===== src/rtl/cnn_pkg.sv =====
// Shared CNN block definitions: default datapath widths and the MAC FSM state encoding.
package cnn_pkg;

    localparam int CNN_IN_D_W = 8;
    localparam int CNN_SHIFT  = 4;

    typedef enum logic [1:0] {
        ST_IDLE = 2'd0,
        ST_ACC  = 2'd1,
        ST_HOLD = 2'd2
    } mac_state_e;

endpackage


===== src/rtl/sat_shift.sv =====
// Combinational post-processing: arithmetic shift, saturation to Out_W, optional ReLU.
// ReLU clamp is enabled by defining MAC_ACCUMULATOR_RELU_EN.
module sat_shift #(
    parameter int Acc_W = 20,
    parameter int Out_W = 8,
    parameter int SHIFT = 4
) (
    input  logic signed [Acc_W-1:0] i_sum,
    output logic signed [Out_W-1:0] o_res
);

    localparam logic signed [Acc_W-1:0] MAXV = Acc_W'((1 << (Out_W - 1)) - 1);
    // Bitwise complement of 2^(n-1)-1 is exactly -2^(n-1).
    localparam logic signed [Acc_W-1:0] MINV = ~MAXV;

    logic signed [Acc_W-1:0] w_sh;
    logic signed [Out_W-1:0] w_sat;

    always_comb begin
        w_sh = i_sum >>> SHIFT;
        if (w_sh > MAXV)
            w_sat = MAXV[Out_W-1:0];
        else if (w_sh < MINV)
            w_sat = MINV[Out_W-1:0];
        else
            w_sat = w_sh[Out_W-1:0];
    end

`ifdef MAC_ACCUMULATOR_RELU_EN
    assign o_res = w_sat[Out_W-1] ? '0 : w_sat;
`else
    assign o_res = w_sat;
`endif

endmodule


===== src/rtl/mac_accumulator.sv =====
// N_TAPS-deep multiply-accumulate of unsigned pixels by signed weights, with valid/ready on both sides.
// Optional ReLU on the result via MAC_ACCUMULATOR_RELU_EN (implemented in sat_shift).
module mac_accumulator import cnn_pkg::*; #(
    parameter int In_d_W = CNN_IN_D_W,
    parameter int N_TAPS = 9,
    parameter int SHIFT  = CNN_SHIFT,
    parameter int Acc_W  = 2 * In_d_W + 4
) (
    input  logic                     clk,
    input  logic                     rst_n,
    input  logic                     clr,
    input  logic                     in_valid,
    output logic                     in_ready,
    input  logic        [In_d_W-1:0] in_pix,
    input  logic signed [In_d_W-1:0] in_wt,
    output logic                     out_valid,
    input  logic                     out_ready,
    output logic signed [In_d_W-1:0] out_data,
    output logic                     first_tap
);

    localparam int              CNT_W = (N_TAPS > 1) ? $clog2(N_TAPS) : 1;
    localparam logic [CNT_W-1:0] LAST = CNT_W'(N_TAPS - 1);

    mac_state_e              r_state, w_state_nxt;
    logic                    r_run;
    logic [CNT_W-1:0]        r_cnt;
    logic signed [Acc_W-1:0] r_acc;

    logic                    w_accept, w_last, w_hs;
    logic signed [Acc_W-1:0] w_pix_x, w_wt_x, w_prod, w_sum;
    logic signed [In_d_W-1:0] w_res;

    assign w_accept = in_valid && in_ready;
    assign w_last   = w_accept && (r_cnt == LAST);
    assign w_hs     = out_valid && out_ready;

    // Pixel is zero-extended into a positive signed value before the multiply.
    assign w_pix_x = Acc_W'($signed({1'b0, in_pix}));
    assign w_wt_x  = Acc_W'(in_wt);
    assign w_prod  = w_pix_x * w_wt_x;
    assign w_sum   = (r_cnt == '0) ? w_prod : r_acc + w_prod;

    sat_shift #(
        .Acc_W (Acc_W),
        .Out_W (In_d_W),
        .SHIFT (SHIFT)
    ) u_sat_shift (
        .i_sum (w_sum),
        .o_res (w_res)
    );

    always_ff @(posedge clk or negedge rst_n) begin
        if (!rst_n)
            r_state <= ST_IDLE;
        else
            r_state <= w_state_nxt;
    end

    // Outputs decode only registered state, so out_ready never reaches in_ready combinationally.
    always_comb begin
        w_state_nxt = r_state;
        in_ready    = r_run && (r_state != ST_HOLD);
        out_valid   = (r_state == ST_HOLD);
        first_tap   = r_run && (r_cnt == '0) && (r_state != ST_HOLD);
        case (r_state)
            ST_IDLE: if (w_accept) w_state_nxt = w_last ? ST_HOLD : ST_ACC;
            ST_ACC:  if (w_last)   w_state_nxt = ST_HOLD;
            ST_HOLD: if (w_hs)     w_state_nxt = ST_IDLE;
            default:               w_state_nxt = ST_IDLE;
        endcase
        if (clr)
            w_state_nxt = ST_IDLE;
    end

    always_ff @(posedge clk or negedge rst_n) begin
        if (!rst_n) begin
            r_run    <= 1'b0;
            r_cnt    <= '0;
            r_acc    <= '0;
            out_data <= '0;
        end else begin
            r_run <= 1'b1;
            if (clr) begin
                r_cnt <= '0;
                r_acc <= '0;
            end else if (w_accept) begin
                r_acc <= w_sum;
                r_cnt <= w_last ? '0 : r_cnt + 1'b1;
                if (w_last)
                    out_data <= w_res;
            end
        end
    end

endmodule

===== config.mk =====
export PLATFORM = sky130hd
export DESIGN_NAME = mac_accumulator
export DESIGN_NICKNAME = d
export VERILOG_FILES = /design/src/rtl/cnn_pkg.sv /design/src/rtl/sat_shift.sv /design/src/rtl/mac_accumulator.sv
export SDC_FILE = /design/constraint.sdc
export NUM_CORES = 1
export LEC_CHECK = 0
export CAP_MARGIN = 25
export CELL_PAD_IN_SITES_DETAIL_PLACEMENT = 1
export CELL_PAD_IN_SITES_GLOBAL_PLACEMENT = 2
export CORE_ASPECT_RATIO = 0.6
export CORE_MARGIN = 1
export CORE_UTILIZATION = 38
export CTS_BUF_LIST = sky130_fd_sc_hd__clkbuf_8
export DETAILED_ROUTE_END_ITERATION = 6
export DONT_BUFFER_PORTS = 1
export PLACE_DENSITY_LB_ADDON = 0.08
export SYNTH_ARGS = -nofsm -noshare
export SYNTH_HDL_FRONTEND = slang
export SYNTH_SLANG_ARGS = --single-unit

===== constraint.sdc =====
create_clock -name clk -period 3.13 [get_ports clk]
set_input_delay 0.626 -clock clk [delete_from_list [all_inputs] [get_ports clk]]
set_output_delay 0.626 -clock clk [all_outputs]
set_load 0.01 [all_outputs]

**After elaboration in Yosys (flattened, before gate mapping)**

Index checks and enable logic that the tools add are counted.

- Bits in registers: 35
- Latch bits: 0
- RAM bits: 0
- Memory bits (read-only): 0
- Output and inout port bits: 11
- Word-level logic and storage cells: 43
- Memories: 0

- Add/sub/neg operators: 2
- Multiply operators: 1
- Div/mod/pow operators: 0
- $lt $le $gt $ge: 2
- Eq/ne operators: 7
- Shift-type cells: 0
- Multiplexer cells: 14
- Bitwise logic cells: 1
- Reductions and logical operators: 11

Operators by type and width:

| cell | number |
|---|---|
| $mux 20 | 3 |
| $add 20x17->20 | 1 |
| $mul 9x8->17 | 1 |
| $gt 16x8->1 const B | 1 |
| $lt 16x8->1 const B | 1 |
| $mux 8 | 2 |
| $mux 4 | 3 |
| $mux 2 | 5 |
| $logic_and 1x1->1 | 6 |
| $ne 3x3->1 const B | 2 |
| $pmux 2 s3 | 1 |
| $reduce_and 3->1 | 2 |
| $add 4x1->4 const B | 1 |
| $eq 4x4->1 const B | 1 |
| $logic_not 4->1 | 1 |
| $ne 3x2->1 const B | 1 |
| $eq 2x1->1 const B | 1 |
| $eq 2x2->1 const B | 1 |
| $logic_not 2->1 | 1 |
| $ne 2x2->1 const B | 1 |
| $reduce_bool 2->1 | 1 |
| $not 1->1 | 1 |

**Longest topological paths before layout**

- Depth after elaboration: 8
- Mapped depth: 28

**Hierarchy**

A second synthesis with hierarchy kept.

- Cell total of the unflattened synthesis: 614
- Area, all modules: 5,221.3 um^2

By module, submodules not included:

| module | instances | cells an instance | area each (um^2) |
|---|---|---|---|
| mac_accumulator | 1 | 591 | 5,073.6 |
| sat_shift | 1 | 23 | 147.6 |

**Least setup slack after synthesis**

Ideal clock, no wire load.

- Path kind: in2reg
- Start point: input in_wt[7]
- End point: register out_data[0]
- Data arrival time: 6.292 ns
- Data required time: 2.982 ns
- Slack: -3.310 ns
- Stages: 23
- Path buffers: 1
- Path through: inv_1 > nor2_1 > fa_1 > fa_1 > fa_1 > fa_1 > ha_1 > and2_1 > and3_1 > a221o_1 > o41ai_2 > xnor2_1 > ha_1 > clkbuf_1 > a21o_1 > a21o_1 > a21o_1 > a21o_1 > a311oi_2 > nor4bb_1 > and4_2 > a31oi_4 > o2111ai_1

- Word-level cells in the longest chain between the ends: 6

Ends and longest elaborated chain:

| what | line | text |
|---|---|---|
| start, declared | mac_accumulator.sv:15 | `input logic signed [In_d_W-1:0] in_wt,` |
| $mul 9x8->17 (*) | mac_accumulator.sv:41 | `assign w_prod = w_pix_x * w_wt_x;` |
| $add 20x17->20 | mac_accumulator.sv:42 | `assign w_sum = (r_cnt == '0) ? w_prod : r_acc + w_prod;` |
| $mux 20 (*) | mac_accumulator.sv:42 |  |
| $lt 16x8->1 | sat_shift.sv:23 | `else if (w_sh < MINV)` |
| $mux 8 | sat_shift.sv:23 |  |
| $mux 8 (*) | sat_shift.sv:21 | `if (w_sh > MAXV)` |
| end signal, assigned | mac_accumulator.sv:91 | `out_data <= w_res;` |
| end, declared | mac_accumulator.sv:18 | `output logic signed [In_d_W-1:0] out_data,` |

Every way passes the cells marked *; elsewhere a longest branch is shown, timed or not.
A chain may end at the register's enable or synchronous reset.

**Final worst setup path**

- Start point: input in_wt[7]
- End point: register out_data[6]

Same word-level chain as after synthesis.

==> flow_results.org <==
** STA
- Measured against its own limit, the worst slew margin works out to 0.624.
- Based on the critical path, the design can be clocked at up to 0.162 GHz.
- In the post-route analysis, the smallest setup slack over all paths is -3040 ps.
- Final worst clock skew :: 13.1 ps
- Period utilisation layout :: 1.97
- Final max-slew violation count :: 0
- Number of hold violations in the final report :: 0
- Slew @ Worst Pin :: 564 ps
- Worst hold-check slack :: around 120 ps
- Number of setup violations in the final report :: 24
- Counting I/O delays and the setup requirement, the final critical path takes 6170 ps.
- Unrepaired setup endpoints after global routing :: yes

** Synth
- Of the post-synthesis cell area, the dominant cell type holds 0.173.
- Count of synthesis-stage warnings from yosys :: 0
- Average cell area after synthesis :: 8.57 sq um
- The synthesized netlist occupies a cell area of just over 5000 sq um.
- Largest cells by area after synthesis :: sky130_fd_sc_hd__dfrtp_1, sky130_fd_sc_hd__ha_1, sky130_fd_sc_hd__fa_1
- In the synthesized netlist the dominant register cell turns out to be sky130_fd_sc_hd__dfrtp_1.
- Counting flops and latches in the post-synthesis netlist gives 35.
- The synthesized design contains 0 enable-type register cells.
- In the synthesized netlist the async set-or-reset flop fraction comes to 1.00.
- When the netlist entered floorplanning its net count stood at about 720.
- Cell types with the highest counts after synthesis :: sky130_fd_sc_hd__inv_1, sky130_fd_sc_hd__ha_1, sky130_fd_sc_hd__nand2_1
- Among all cell types in the netlist, the one instantiated most often is sky130_fd_sc_hd__inv_1.
- Number of distinct library cell variants in the gate-level netlist after synthesis :: 65
- Of the synthesized area, sequential elements account for 0.173.
- Synthesis produced a netlist whose cell count is 592.
- Library cell occupying the most area in the post-synthesis netlist :: sky130_fd_sc_hd__dfrtp_1

** Setup path
- For the worst setup path, the data required time is 3340 ps.
- Of all nets on the critical path, the largest fanout is 7.
- Counting both buffers and inverters, the worst setup path holds a total of 5.
- For this design, the slowest cell found on the critical path is sky130_fd_sc_hd__fa_1.
- STA puts the critical path data arrival time at 6380 ps.
- STA classifies the critical path endpoint as a flip-flop.
- Walking the worst path, the cells encountered are clkinvlp_4 > fa_1 > fa_1 > inv_2 > fa_1 > fa_1 > ha_4 > nand3_2 > o211ai_1 > buf_4 > o41ai_4 > xnor2_2 > ha_1 > buf_4 > o21a_1 > o211ai_1 > nor2_2 > o41ai_4 > a211o_1 > and3_4 > nor3_4 > buf_4 > nand2_1 > o2111ai_1.
- The most numerous cell type found on the critical path is sky130_fd_sc_hd__fa_1.
- Beginning of the critical path :: in_wt[7]
- Reg-to-Reg Start :: r_acc[0]$_DFFE_PN0P_
- Startpoint type of the worst setup path :: input port
- Family with the most delay on the worst path :: adder cells
- Slowest cell delay on critical path :: around 560 ps
- Worst setup path category :: input port to flip-flop

** CTS
- The later pin in the worst-skew pair is clocked with a latency of 320 ps.
- After clock tree synthesis, the clock-pin slew on the worst setup and hold paths is 90 ps.
- Max H-tree Level :: 2
- Counting along the longest clock path gives a buffer depth of 2.
- The cell sitting at the root of the clock tree is a sky130_fd_sc_hd__clkbuf_8.
- CTS saw 35 sinks.
- TritonCTS built the clock tree.
- Buffers inserted during clock tree synthesis total 5.

** Cells and area
- Diodes inserted :: 0
- After the last flow step, the layout net total stands at 844.
- Layout overhead on the synthesized area :: 45.3%
- Utilization after layout :: 0.570
- Filler instances :: ~1500
- Number of standard cells in the layout, taps in and fillers out :: slightly below 900
- Of the cells placed in the final design, the portion with a size suffix greater than 1 is 0.422.

** Global routing
- Number of antenna violations at the first check in global routing :: 0
- The first global-routing pass estimated between 20 and 30 mm of wire.
- Entering global routing, the biggest net connects 38 pins.
- Global routing finished with a remaining overflow of 0.
- For this run, the total global-route usage over all layers was measured as 0.264.
- Via count of the first global-routing pass :: 5331

** Drt
- Vias post-DR :: 4865
- The first detailed-routing pass took 4 iterations.
- Routed wire length :: 17.3 mm
- The detailed router finished its first iteration with 185 violations.
- Per-cell routed wire length :: 19.4 um
- Per-cell via count in the routed design :: about 5.5
- Antenna Violating Nets Remaining :: 0
- DRC errors left :: 0

** Floorplan
- Initial Util :: 0.392
- DIE AREA :: approximately 14000 sq um
- The die is 151 um wide.
- The floorplan has 32 rows.
- Die Height :: 91.5 um
- Area of the core :: 12900 sq um
- For this design the top-level I/O count stands at 32.

** Flow run
- MaxCap Viol Count :: 0

** Place
- Summed over all nets, the half-perimeter wirelength after detailed placement is 12.7 mm.
- Placer congestion estimate :: 0.852
- Port-buffer cells :: 0
- At the placement stage, the worst setup path has a slack of -3420 ps.
- After detailed placement, the design holds a cell count of 847.

** Power and ir drop
- Pleak :: 3.41 nW
- Design Power :: 7.95 mW
- IR analysis of the VDD net gives a maximum drop of 0.501 mV.
- In this run the power density over the cells is 1080 nW/um^2.

** Status
- Violations in the final reports :: setup timing
- Run status :: finished, violations left

** Worst hold path
- The worst hold path belongs to the class input port to asynchronous set/reset pin.
## worst paths after layout
path	end	slack, ps	cells past startpoint
worst max register to register	out_data[6]$_DFFE_PN0P_	-240	13
worst min register to register	r_state[0]$_DFFE_PN0P_	490	1
max in group asynchronous	r_acc[17]$_DFFE_PN0P_	2080	1
worst max-delay path	out_data[6]$_DFFE_PN0P_	-3040	24
worst min-delay path	r_acc[3]$_DFFE_PN0P_	120	1
min in group clk	r_acc[4]$_DFFE_PN0P_	360	1
## per-layer routing
layer / GRT usage / part of all wire / wire [um] / up-vias
li1: - / - / - / 2289
met1: 0.363 / 0.47 / 8150 / 2461
met2: 0.433 / 0.48 / 8220 / 90
met3: 0.0407 / 0.041 / 704 / 25
met4: 0.0567 / 0.013 / 233 / 0
met5: 0 / 0 / 0 / -
## registers in the layout, indices dropped and copies added, names as in the netlist
| name | cells |
|---|---|
| out_data | 8 |
| r_run | 1 |
| r_state | 2 |
| r_acc | 20 |
| r_cnt | 4 |
## stage by stage
step                      instance area, sq um  setup TNS [ps]
after floorplan                           5340          -50420
after global placement                    6230          -60600
after CTS                                 7020          -51540
final                                     7370          -53100
after global routing                      7370          -57810
after detailed placement                  6230          -63250
## timing repair
item	in CTS	in global routing
gates resized for setup	85	60
endpoints found under the setup margin	24	25
hold buffers	2	0
gates cloned	0	0
setup buffers	30	7
pin swaps	39	33
hold endpoints to repair	27	0
## cell families after synthesis
kind of cell / count (synthesis) / share of synthesized area
compound gates: 130 / 0.189
xor+xnor: 26 / 0.0449
fa+ha+maj: 103 / 0.310
buf+inv: 83 / 0.0629
flops: 35 / 0.173
mux: 5 / 0.00986
other cells: 1 / 0.000739
simple gates: 209 / 0.210
## cell usage in the layout (no fill, tap or decap), types with 5 or more instances in the layout
cell type	n
sky130_fd_sc_hd__and2_1	37
sky130_fd_sc_hd__a21oi_1	14
sky130_fd_sc_hd__buf_6	22
sky130_fd_sc_hd__nand2_2	6
sky130_fd_sc_hd__inv_2	11
sky130_fd_sc_hd__nand2b_1	9
sky130_fd_sc_hd__o21ai_0	7
sky130_fd_sc_hd__and2_4	8
sky130_fd_sc_hd__fa_2	5
sky130_fd_sc_hd__a211oi_2	12
sky130_fd_sc_hd__nand2_1	51
sky130_fd_sc_hd__nor3_1	8
sky130_fd_sc_hd__a21oi_2	17
sky130_fd_sc_hd__fa_1	33
sky130_fd_sc_hd__ha_4	22
sky130_fd_sc_hd__dfrtp_1	35
sky130_fd_sc_hd__xnor2_1	8
sky130_fd_sc_hd__nand3_1	5
sky130_fd_sc_hd__ha_1	42
sky130_fd_sc_hd__xor2_1	8
sky130_fd_sc_hd__o21ai_2	11
sky130_fd_sc_hd__nor2_1	42
sky130_fd_sc_hd__clkbuf_8	5
sky130_fd_sc_hd__buf_4	113
sky130_fd_sc_hd__inv_1	55
sky130_fd_sc_hd__o211ai_1	8
sky130_fd_sc_hd__xnor2_2	5
sky130_fd_sc_hd__a21o_1	8
## layout make-up
class | instances | area [sq um] | share of cell area
multi-input combinational | 474 | 4790 | 0.650
timing repair buffer | 137 | 1130 | 0.153
sequential | 35 | 876 | 0.119
inverter | 67 | 255 | 0.0346
tap | 170 | 213 | 0.0288
clock buffer | 5 | 68.8 | 0.00933
clock inverter | 3 | 43.8 | 0.00594
## report_power, final
group / internal [mW] / total [mW] / switching, mW
sequential: 0.484 / 0.516 / 0.0313
combinational: 3.61 / 6.99 / 3.38
clock: 0.238 / 0.451 / 0.213
total: 4.33 / 7.95 / 3.62
Note: power is estimated with default switching activity, not from simulation.
==> RTL edit (same flow settings) <==
Change the parameter `N_TAPS` from 9 to 8.
--- a/src/rtl/mac_accumulator.sv
+++ b/src/rtl/mac_accumulator.sv
@@ -2,7 +2,7 @@
 // Optional ReLU on the result via MAC_ACCUMULATOR_RELU_EN (implemented in sat_shift).
 module mac_accumulator import cnn_pkg::*; #(
     parameter int In_d_W = CNN_IN_D_W,
-    parameter int N_TAPS = 9,
+    parameter int N_TAPS = 8,
     parameter int SHIFT  = CNN_SHIFT,
     parameter int Acc_W  = 2 * In_d_W + 4
 ) (
Behaviour: not the same (Yosys sat finds a counterexample within 10 cycles, from zero or initial values and one cycle with rst_n low).
==> RTL edit against the original RTL <==
- the run ends with negative hold slack, negative setup slack left
- combinational power up 39%
- sequential cell count decreased by 1
- setup slack better by 0.24 ns
- synthesized area up 8.8%
- synthesized cell count up 12%
- final area increased by 11%
- global-route usage rose by 2.7 points
- power increased by 35%
- routed wire length grew 30%
- largest power group unchanged
==> RTL edit: results <==
worst_setup_path:
  regToRegEndpoint: "out_data[4]"
  worst-r2r-setup-slack_ns: 0.06
  path_max_fanout: 8
  ff2ff_path_depth: 13
  critPathLaunch: "in_pix[0]"
  crit_arrival_ns: 6.11
place:
  gp_congestion: 0.914
  dpl-instance-area_mm2: 0.00693
  dp.cells: 944
  dp_hpwl_um: 16100
global_routing:
  first_global_vias: 6002
  track_usage_pct: 29.1
  grt_first_pass_wirelength_um: 33000
  grt_max_degree: 35
power:
  p_sw_uw: 5210
  leakage_uw: 0.00365
  vdd_drop_max_mv: 0.668
synth:
  ys_types: 80
  synthAdderAreaFrac_pct: 28.7
  yosysSeqAreaShare_pct: 15.4
  synth_area_leaders: "dfrtp_1 15%, ha_1 15%, fa_1 14%"
  synth_compound_area_share_pct: 21.0
  synth_fp_nets: 786
  synthMuxAreaShare_pct: 1.56
  synthTopCellsByCount: "68 x inv_1, 66 x ha_1, 59 x nor2_1"
  synth_xor_area_share_pct: 3.01
sta:
  setup_viol: 24
  hold_violations: 6
  fin_skew_ns: 0.0172
  fin_hold_ws_ns: -0.00318
  worstMarginPinSlew_ns: 0.872
  worst_slack_ns: -2.80
routing:
  vias_per_cell: 5.73
  first_pass_iters: 4
  post_drt_wl_per_cell_um: 22.9
  dr_total_vias: 5650
  drt-initial-drc-count: 260
outcome:
  violations: "negative hold slack, negative setup slack"
  status: "finished, violations left"
finish:
  reg_top3: "r_acc x20, out_data x8, r_cnt x3"
  drive_above_1_share_pct: 41.3
  finalNetCount: 918
clock_network:
  clk_pin_slew_ns: 0.09
-- RTL edit: cell families (layout without fill, tap and decap cells) --
logic type	after synthesis	after routing
buf+inv	93	226
other cells	1	1
xor+xnor	19	19
fa+ha+maj	104	104
compound gates	157	157
flops	34	34
mux	8	8
simple gates	245	245
-- RTL edit: timing repair --
action,in CTS,in global routing
setup endpoints to repair,24,25
endpoints found under the hold margin,0,20
hold buffers,0,1
pin swaps,44,53
setup buffers,23,11
resized for setup,85,75
gates cloned,0,0
-- RTL edit: routing by layer --
layer	track usage, %	up-vias	routed length (um)
li1	-	2574	-
met1	43.2	2875	10700
met2	45.7	168	10400
met3	4.00	33	1270
met4	3.07	0	260
met5	3.40	-	0
-- RTL edit: power by group through the flow --
stage	Combinational (uW)	Sequential [uW]	Clock (uW)
final	9690	512	537
after floorplan	4070	499	0
after global placement	6480	507	0
after detailed placement	6690	509	0
after CTS	8130	507	527
after global routing	10200	516	558
-- RTL edit: worst register-to-register path: cells and delay by family (launching register included) --
kind | cells | cell delay (ns)
DFF | 1 | 0.37
AOI/OAI and AO/OA | 6 | 0.89
buffers and inverters | 2 | 0.24
and+or+nand+nor | 2 | 0.56
adders and majority gates | 2 | 0.58
muxes | 1 | 0.35
-- RTL edit: metrics by stage --
stage | hold slack (ns) | worst slack (ns) | setup TNS, ns
6_report | -0.00318 | -2.80 | -53.91
3_3_place_gp | 0.331 | -3.13 | -61.50
3_5_place_dp | 0.331 | -3.24 | -63.58
2_1_floorplan | 0.330 | -2.49 | -46.70
4_1_cts | 0.00110 | -2.63 | -51.38
5_1_grt | -0.00932 | -2.91 | -56.97
-- RTL edit: how the worst max path moves through the flow --
stage                        endpoint  slack (ns)
after floorplan           out_data[0]       -2.49
after global placement    out_data[5]       -3.13
after detailed placement  out_data[6]       -3.24
after CTS                 out_data[6]       -2.63
after global routing      out_data[5]       -2.91
final                     out_data[1]       -2.80
-- RTL edit: area by class of cell --
type | count | area [um2]
inverter | 68 | 259
clock inverter | 3 | 68.8
tap | 192 | 240
sequential | 34 | 851
fill | 1544 | 5720
multi-input combinational | 534 | 5450
clock buffer | 5 | 68.8
timing repair buffer | 150 | 1260
